## config.mk

```make
export PLATFORM = sky130hd
export DESIGN_NAME = sample_history
export DESIGN_NICKNAME = d
export VERILOG_FILES = /design/src/rtl/sample_history.sv
export SDC_FILE = /design/constraint.sdc
export NUM_CORES = 1
export LEC_CHECK = 0
export ABC_AREA = 1
export BUFFER_PORTS_ARGS = -buffer_cell sky130_fd_sc_hd__buf_4
export CORE_MARGIN = 2
export CORE_UTILIZATION = 51
export DETAILED_ROUTE_END_ITERATION = 7
export PLACE_DENSITY = 0.72
export SYNTH_ARGS = -nofsm -noshare
export SYNTH_HDL_FRONTEND = slang
export SYNTH_SLANG_ARGS = --single-unit
```

## constraint.sdc

```tcl
create_clock -name MHz10 -period 6.2 [get_ports MHz10]
set_clock_uncertainty 0.15 [all_clocks]
set_input_delay 0.31 -clock MHz10 [delete_from_list [all_inputs] [get_ports MHz10]]
set_output_delay 0.31 -clock MHz10 [all_outputs]
set_load 0.01 [all_outputs]
```

## src/rtl/sample_history.sv

```systemverilog
// Circular history of the last DEPTH accumulated samples with a registered
// tap read port, a running sum and a power-of-two average.
module sample_history #(
    parameter int WIDTH = 16,
    parameter int DEPTH = 8,
    parameter int IDXW  = $clog2(DEPTH),
    parameter int SUMW  = WIDTH + IDXW
) (
    input  logic             MHz10,
    input  logic             rst,
    input  logic             en,
    input  logic             clear,
    input  logic             store_samp,
    input  logic [WIDTH-1:0] samp_acc,
    input  logic [IDXW-1:0]  rd_idx,
    output logic [WIDTH-1:0] samp_out,
    output logic [WIDTH-1:0] tap_out,
    output logic [SUMW-1:0]  sum_out,
    output logic [WIDTH-1:0] avg_out,
    output logic [IDXW:0]    count,
    output logic             full
);

    localparam logic [IDXW:0] FULL_CNT = (IDXW + 1)'(DEPTH);

    logic [WIDTH-1:0] r_mem [DEPTH];
    logic [IDXW-1:0]  r_wr_ptr;
    logic [IDXW:0]    r_count;
    logic [SUMW-1:0]  r_sum;
    logic [WIDTH-1:0] r_samp;
    logic [WIDTH-1:0] r_tap;

    logic             w_clr;
    logic             w_push;
    logic [IDXW-1:0]  w_rd_addr;
    logic             w_tap_hit;
    logic [WIDTH-1:0] w_tap_next;
    logic [WIDTH-1:0] w_evict;
    logic [SUMW-1:0]  w_sum_next;
    logic [IDXW:0]    w_cnt_next;

    assign w_clr  = en & clear;
    assign w_push = en & ~clear & store_samp;

    // Tap 0 is the entry just behind the write pointer; indices past the
    // valid count read as zero.
    assign w_rd_addr  = r_wr_ptr - IDXW'(1) - rd_idx;
    assign w_tap_hit  = ({1'b0, rd_idx} < r_count);
    assign w_tap_next = w_tap_hit ? r_mem[w_rd_addr] : '0;

    // The true sum always fits in SUMW bits, so a temporary borrow from the
    // subtraction cancels out under modulo-2^SUMW arithmetic.
    assign w_evict    = r_mem[r_wr_ptr];
    assign w_sum_next = r_sum + SUMW'(samp_acc) - SUMW'(w_evict);
    assign w_cnt_next = (r_count == FULL_CNT) ? r_count : r_count + (IDXW + 1)'(1);

    always_ff @(posedge MHz10) begin
        if (rst || w_clr) begin
            for (int i = 0; i < DEPTH; i++) begin
                r_mem[i] <= '0;
            end
            r_wr_ptr <= '0;
            r_count  <= '0;
            r_sum    <= '0;
            r_samp   <= '0;
        end else if (w_push) begin
            r_mem[r_wr_ptr] <= samp_acc;
            r_wr_ptr        <= r_wr_ptr + IDXW'(1);
            r_count         <= w_cnt_next;
            r_sum           <= w_sum_next;
            r_samp          <= samp_acc;
        end
    end

    // The tap register tracks rd_idx every cycle; only reset clears it.
    always_ff @(posedge MHz10) begin
        if (rst) begin
            r_tap <= '0;
        end else begin
            r_tap <= w_tap_next;
        end
    end

    assign samp_out = r_samp;
    assign tap_out  = r_tap;
    assign sum_out  = r_sum;
    assign avg_out  = r_sum[SUMW-1:IDXW];
    assign count    = r_count;
    assign full     = (r_count == FULL_CNT);

endmodule

```

---- After elaboration in Yosys (flattened, before gate mapping) ----
Memories as Yosys holds them, arrays and structs flattened. A register that Yosys moved wholly into a read port is not among the register bits.
Index checks and enable logic that the tools add are counted.
cells by class
  mux-type cells .......................... 10
  shift operators ......................... 0
  order comparisons ....................... 1
  div/mod/pow operators ................... 0
  reduce and logical (&&, ||, !) cells .... 4
  equality and inequality tests ........... 1
  add/sub/neg operators ................... 6
  multipliers ............................. 0
  bitwise logic cells ..................... 6
operators with widths
  kind                   number
  $add A19 B16 Y19       1
  $sub A19 B16 Y19       1
  $mux W16               1
  $reduce_or A16 Y1      1
  $mux W3                3
  $mux W1                6
  $add A4 B1 Y4 const B  1
  $eq A4 B4 Y1 const B   1
  $lt A3 B4 Y1           1
  $add A3 B1 Y3 const B  1
  $and A1 B1 Y1          3
  $not A1 Y1             3
  $sub A3 B1 Y3 const B  1
  $sub A3 B3 Y3          1
  $reduce_and A2 Y1      1
  $reduce_or A2 Y1       1
  $logic_or A1 B1 Y1     1
storage, ports and cells
  bits in latches ......................... 0
  logic and storage cells ................. 33
  bits in read-only memories .............. 0
  memories kept ........................... 1
  bits in registers ....................... 42
  RAM bits ................................ 128
memory list
  memory  words  bits a word  rd ports  clocked after Yosys merged registers in  write ports  line  text
  r_mem   8      16           2         2                                        8            26    logic [WIDTH-1:0] r_mem [DEPTH];

---- Longest topological paths before layout ----
Gate-level depths: netlist of run 1.
  depth after elaboration ................. 8
  depth in mapped cells ................... 24
  depth with buffers taken out ............ 21

---- Least setup slack after synthesis of run 1 ----
Ideal clock, no wire load.
  path type ............................... register to register
  start point ............................. register (tool-made name)
  end point ............................... register r_sum[8] (netlist: sum_out[8])
  stages on the path, launching flop included .. 19
  setup slack ............................. 3,147 ps
  buffers on the path ..................... 3
  data arrival time ....................... 2,787 ps
  period minus slack after synthesis ...... 3,053 ps
  path through ............................ dfxtp_1 buf_2 inv_2 buf_4 buf_2 o21ai_0 o21ai_0 nor2_1 a31oi_1 fa_1 inv_1 fa_1 nand3_1 nand3_1 nand2_1 nand2_1 xor2_1 o21ai_0 inv_1
RTL lines
  element               line  text
  end signal, assigned  70    r_sum <= w_sum_next;
  end, declared         29    logic [SUMW-1:0] r_sum;

==> results.sh, run 1 <==
export IMPL_status="finished, final reports clean"
export IMPL_hold_viol=0
export IMPL_avgSynthCellArea_um2=8.13
export IMPL_port_buffers=95
export IMPL_die_area_um2=21500
export IMPL_ant_nets=0
export IMPL_initial_core_util_pct=51.6
export IMPL_grt_first_pass_wirelength_um=42400
export IMPL_cts_hold_buf=0
export IMPL_drt_iter0_markers=806
export IMPL_htreeDepth=4
export IMPL_grt_pass1_vias=8354
export IMPL_synth_distinct_cells=31
export IMPL_min_path_type="input port to register"
export IMPL_post_route_cell_area_um2=11700
export IMPL_crit_top_cell="nand2_1"
export IMPL_peakVddDrop_v=0.000199
export IMPL_clk_pin_slew_ns=0.07
export IMPL_dr_wl_met2_um=13300
export IMPL_reg2reg_slack_ns=1.78
export IMPL_required_ns=6.38
export IMPL_wirelength_um=26900
export IMPL_rsz0062_at_grt="no"
export IMPL_critPathMaxFanout=29
export IMPL_async_reset_ff_share_pct=0
export IMPL_critPathCaptureType="register"
export IMPL_post_cts_buffers=0
export IMPL_yosysWarnings=0
export IMPL_globalplace_congestion=0.885
export IMPL_path_class="register to register"
export IMPL_slew_headroom_pct=29.6
export IMPL_fin_nets=1381
export IMPL_postPlaceCellArea_um2=11100
export IMPL_clock_latency_ns=0.44
export IMPL_top_level_ports=96
export IMPL_drc_errors=0
export IMPL_cts_resized_gates=0
export IMPL_drt_wirelength_per_cell_um=16.8
export IMPL_grt_max_degree=65
export IMPL_area_growth_pct=12.7
export IMPL_via_count=8909
export IMPL_start_kind="register"
export IMPL_dp_hpwl_um=18100
export IMPL_fp_dieH_um=147
export IMPL_diodes=0
export IMPL_slowest_stage="dfxtp_1"
export IMPL_fin_crit_ns=4.42
export IMPL_synthFlopType="edfxtp_1"
export IMPL_drive_above_1_share_pct=12.7
export IMPL_drv_slew=0
export IMPL_worstPathCellList="inv_1 -> buf_4 -> a21oi_1 -> o21ai_0 -> o21ai_0 -> nor2_1 -> a31oi_1 -> fa_1 -> inv_1 -> ha_1 -> nand2_1 -> nand3_1 -> nand2_1 -> nand2_1 -> nand2_1 -> nand2_1 -> nand2_1 -> nand3_1 -> nand2_1 -> inv_1"
export IMPL_grtUsageTotal_pct=25.1
export IMPL_synth_edf_count=128
export IMPL_dr_pass1_iters=6
export IMPL_syn_num_nets=1342
export IMPL_power_density_nw_per_um2=271
export IMPL_synth_seq_cells=189
export IMPL_design_core_area_um2=20100
export IMPL_cp_top_family="buffers and inverters"
export IMPL_fp_dieW_um=147
export IMPL_arrival_ns=4.61
export IMPL_rows=52
export IMPL_met1Wirelength_um=10900
export IMPL_grt_overflow=0
export IMPL_clock_sinks=189
export IMPL_path_buf_inv=4
export IMPL_met3WireLength_um=1750
export IMPL_clk_root_buffer_cell="clkbuf_16"
export IMPL_numCtsBuffers=17
export IMPL_antenna_found_initial=0
export IMPL_seq_area_frac_synth_pct=48.8
export IMPL_finalCritPeriodShare_pct=71.4
export IMPL_tightest_slew_ns=1.05
export IMPL_finalSetupViolations=0
export IMPL_maxCapViolCount=0
export IMPL_syn_area_um2=10400
export IMPL_power_leakage_nw=5.12
export IMPL_fmax_ghz=0.226
export IMPL_top_layer="met4"
export IMPL_cts_buffer_depth=2
export IMPL_setup_tns_ns=0
export IMPL_cts_tree="built"
export IMPL_utilization_pct=58.1
export IMPL_max_stage_delay_ns=0.73
export IMPL_synthesis_instances=1276
export IMPL_via_per_inst=5.58
[per-layer routing]
metal,global-route usage (%),vias up
met4,12.4,0
met3,3.41,72
met1,32.0,4141
met2,42.3,415
li1,-,4281
met5,0,-
[stage by stage]
step	total power, mW	cells	hold slack (ns)	setup WS [ns]
finish	3.17	1598	0.0852	1.78
global route	3.32	1598	0.0855	1.45
CTS	3.17	1598	0.0735	1.90
detailed placement	2.09	1566	0.328	1.92
global placement	2.08	1566	0.328	1.98
floorplan	1.91	1276	0.344	3.15
[layout make-up]
class / count / area, um^2
clock inverters: 14 / 149
well taps: 270 / 338
repair buffers: 103 / 773
multi-input cells: 847 / 4330
inverters: 157 / 589
clock buffers: 18 / 439
flip-flops and latches: 189 / 5060
fillers: 1835 / 8420
[synth_stat cells (17+ instances only)]
cell / n / area [um^2]
a21oi_1: 135 / 676
buf_4: 18 / 135
clkbuf_1: 41 / 154
dfxtp_1: 61 / 1220
edfxtp_1: 128 / 3840
fa_1: 17 / 340
ha_1: 25 / 313
inv_1: 137 / 514
inv_2: 17 / 63.8
nand2_1: 128 / 480
nand3_1: 28 / 140
nor2_1: 251 / 942
o21ai_0: 207 / 1040
[kinds of logic after synthesis]
| logic type | after synthesis | share of synthesized area (%) |
|---|---|---|
| simple gates | 426 | 16.4 |
| compound gates | 368 | 18.1 |
| buf+inv | 240 | 9.47 |
| flops | 189 | 48.8 |
| fa+ha+maj | 42 | 6.30 |
| xor+xnor | 11 | 0.929 |
[report_power, final]
group / leakage [nW] / internal [mW] / switching, mW
clock network: 0.289 / 0.580 / 0.515
logic: 2.97 / 0.215 / 0.423
registers: 1.87 / 1.40 / 0.0297
total: 5.12 / 2.20 / 0.968
[state kept, by name, summed over array words and instances (netlist names), named ones only]
signal,flops
count,4
r_mem,128
r_wr_ptr,3
samp_out,16
sum_out,19
tap_out,16
[layout by cell type (no fill, tap or decap), drive strengths merged]
master	n
ha	25
a21oi	136
xnor2	2
nand4	2
o21ai	213
clkinv	7
clkinvlp	1
bufinv	1
o21bai	1
a31o	1
dfxtp	61
nor3	5
o211ai	2
nand3	28
nor2	251
fa	17
a31oi	15
clkbuf	18
nand2	137
inv	162
and3	1
and2	1
or2	1
buf	103
xor2	9
edfxtp	128
[worst reg2reg max path, delay by kind of cell, from the launching register on]
family / cells / cell delay [ns]
buffers and inverters: 4 / 1.13
adders and majority gates: 2 / 0.75
DFF: 1 / 0.73
and+or+nand+nor: 10 / 0.95
AOI/OAI and AO/OA: 4 / 0.60
[path summary, 6_finish.rpt]
kind / startpoint / end / cells after the start
worst max-delay path: register / sum_out[11] / 20
worst min register to register: sum_out[0] / sum_out[0] / 2
worst min-delay path: samp_acc[8] / samp_out[8] / 3
worst max register to register: register / sum_out[11] / 20
Power figures use the tool's default switching activity.
==> run 2: changes to the inputs <==
==> constraint.sdc (replaced) <==
create_clock -name MHz10 -period 4.1 [get_ports MHz10]
set_clock_uncertainty 0.15 [all_clocks]
set_input_delay 0.205 -clock MHz10 [delete_from_list [all_inputs] [get_ports MHz10]]
set_output_delay 0.205 -clock MHz10 [all_outputs]
set_load 0.01 [all_outputs]
==> results.sh, run 2 (synthesis results as in run 1) <==
export IMPL_postPlaceCellArea_um2=11200
export IMPL_dp_hpwl_um=18700
export IMPL_slowest_stage="inv_2"
export IMPL_crit_top_cell="nor2_1"
export IMPL_hold_viol=0
export IMPL_switchingPower_mw=1.44
export IMPL_port_buffers=95
export IMPL_diodes=0
export IMPL_fin_nets=1403
export IMPL_die_area_um2=21500
export IMPL_finalCritPeriodShare_pct=93.6
export IMPL_p_clk_share_pct=35.4
export IMPL_rows=52
export IMPL_drv_slew=0
export IMPL_grt_pass1_vias=8551
export IMPL_slew_headroom_pct=41.6
export IMPL_finalWorstSetupSlack_ns=0.264
export IMPL_maxCapViolCount=0
export IMPL_final_cell_mix="nor2_1, o21ai_0, inv_1"
export IMPL_critPathMaxFanout=38
export IMPL_area_growth_pct=15.0
export IMPL_initial_core_util_pct=51.6
export IMPL_cp_top_family="buffers and inverters"
export IMPL_dp_cells=1575
export IMPL_grt_first_pass_wirelength_um=43700
export IMPL_largest_register_ff_count=128
export IMPL_cts_resized_gates=0
export IMPL_setup_tns_ns=0
export IMPL_tightest_slew_ns=0.874
export IMPL_fmax_ghz=0.261
export IMPL_ff_latch_area_um2=5060
export IMPL_wirelength_um=27300
export IMPL_critPathCaptureType="register"
export IMPL_cts_tree="built"
export IMPL_grt_max_degree=57
export IMPL_numCtsBuffers=17
export IMPL_clock_latency_ns=0.43
export IMPL_fp_dieH_um=147
export IMPL_required_ns=4.27
export IMPL_start_kind="register"
export IMPL_clk_pin_slew_ns=0.07
export IMPL_top_level_ports=96
export IMPL_finalSetupViolations=0
export IMPL_fin_crit_ns=3.84
export IMPL_drt_iter0_markers=980
export IMPL_worstPathCellList="inv_2 -> buf_4 -> o21ai_0 -> o21ai_0 -> nor2_1 -> a31oi_1 -> fa_1 -> inv_1 -> ha_1 -> nand2_1 -> inv_1 -> nand2_1 -> nand2_1 -> inv_1 -> nor2_1 -> nor2_1 -> a21oi_1 -> nor2_1 -> nor2_1"
export IMPL_rsz0062_at_grt="no"
export IMPL_clk_root_buffer_cell="clkbuf_16"
export IMPL_top_register="r_mem"
export IMPL_switching_share_pct=29.5
export IMPL_dr_pass1_iters=7
export IMPL_via_count=8924
export IMPL_antenna_found_initial=0
export IMPL_dpl_worst_slack_ns=0.342
export IMPL_post_cts_buffers=0
export IMPL_arrival_ns=4.01
export IMPL_drc_errors=0
export IMPL_min_path_type="input port to register"
export IMPL_power_total_mw=4.89
export IMPL_grtUsageTotal_pct=25.9
export IMPL_p_comb_share_pct=20.4
export IMPL_path_class="register to register"
export IMPL_globalplace_congestion=0.921
export IMPL_drt_wirelength_per_cell_um=16.8
export IMPL_post_route_cell_area_um2=11900
export IMPL_power_density_nw_per_um2=410
export IMPL_via_per_inst=5.51
export IMPL_clock_sinks=189
export IMPL_intPower_mw=3.45
export IMPL_fillers=1785
export IMPL_htreeDepth=4
export IMPL_path_buf_inv=5
export IMPL_design_core_area_um2=20100
export IMPL_fp_dieW_um=147
export IMPL_peakVddDrop_v=0.000298
export IMPL_cts_buffer_depth=2
export IMPL_max_stage_delay_ns=0.48
export IMPL_mostFrequentLayoutCell="nor2_1"
export IMPL_multiInputGateArea_um2=4330
export IMPL_drive_above_1_share_pct=12.9
export IMPL_seq_power_share_pct=44.2
export IMPL_grt_overflow=0
export IMPL_ant_nets=0
export IMPL_power_leakage_nw=5.24
export IMPL_status="finished, final reports clean"
export IMPL_stdcell_count=1620
run 2: cell types whose count changed in the layout (fill, tap and decap cells not counted), moves of 2 or more:
| cell | delta |
|---|---|
| buf_4 | +8 |
| clkbuf_16 | +2 |
| dlygate4sd3_1 | +13 |
| clkbuf_1 | +3 |
run 2: tightest hold or removal path: cells and delay by family:
kind,cells,cell delay [ns]
buf+inv,2,0.19
compound gates,1,0.15
run 2: final cells by class:
type                    count  area share [%]
inverters                 157            4.94
clock buffers              22            4.08
well taps                 270            2.83
multi-input cells         847            36.3
clock inverters            10            1.06
repair buffers            125            8.25
flip-flops and latches    189            42.5
run 2: repair_timing:
| item | in CTS | in global routing |
|---|---|---|
| setup endpoints to repair | 0 | 0 |
| hold buffers | 13 | 0 |
| endpoints found under the hold margin | 13 | 0 |
run 2: worst paths after layout:
path | startpoint | end | slack (ns) | cells past startpoint
worst min-delay path | samp_acc[15] | samp_out[15] | 0.01 | 3
worst max-delay path | register | sum_out[17] | 0.26 | 19
worst min register to register | sum_out[1] | sum_out[1] | 0.36 | 2
worst max register to register | register | sum_out[17] | 0.26 | 19
run 2: stage by stage:
| step | hold slack [ns] | util [%] |
|---|---|---|
| after floorplan | 0.247 | - |
| after global placement | 0.356 | 55.6 |
| after detailed placement | 0.354 | 55.6 |
| after CTS | 0.00390 | 59.3 |
| after global routing | 0.0408 | 59.3 |
| final | 0.0108 | 59.3 |
run 2: metal layers:
metal,global-route usage (%),wire length (um)
met1,33.4,11200
met2,44.3,13700
met3,4.25,1670
met4,9.08,642
met5,0,0
run 2: power by group through the flow:
stage | logic [mW] | registers [mW] | clock network, mW
2_1_floorplan | 0.682 | 2.20 | 0
3_3_place_gp | 0.961 | 2.20 | 0
3_5_place_dp | 0.970 | 2.21 | 0
4_1_cts | 0.987 | 2.16 | 1.74
5_1_grt | 1.12 | 2.17 | 1.83
6_report | 0.998 | 2.16 | 1.73
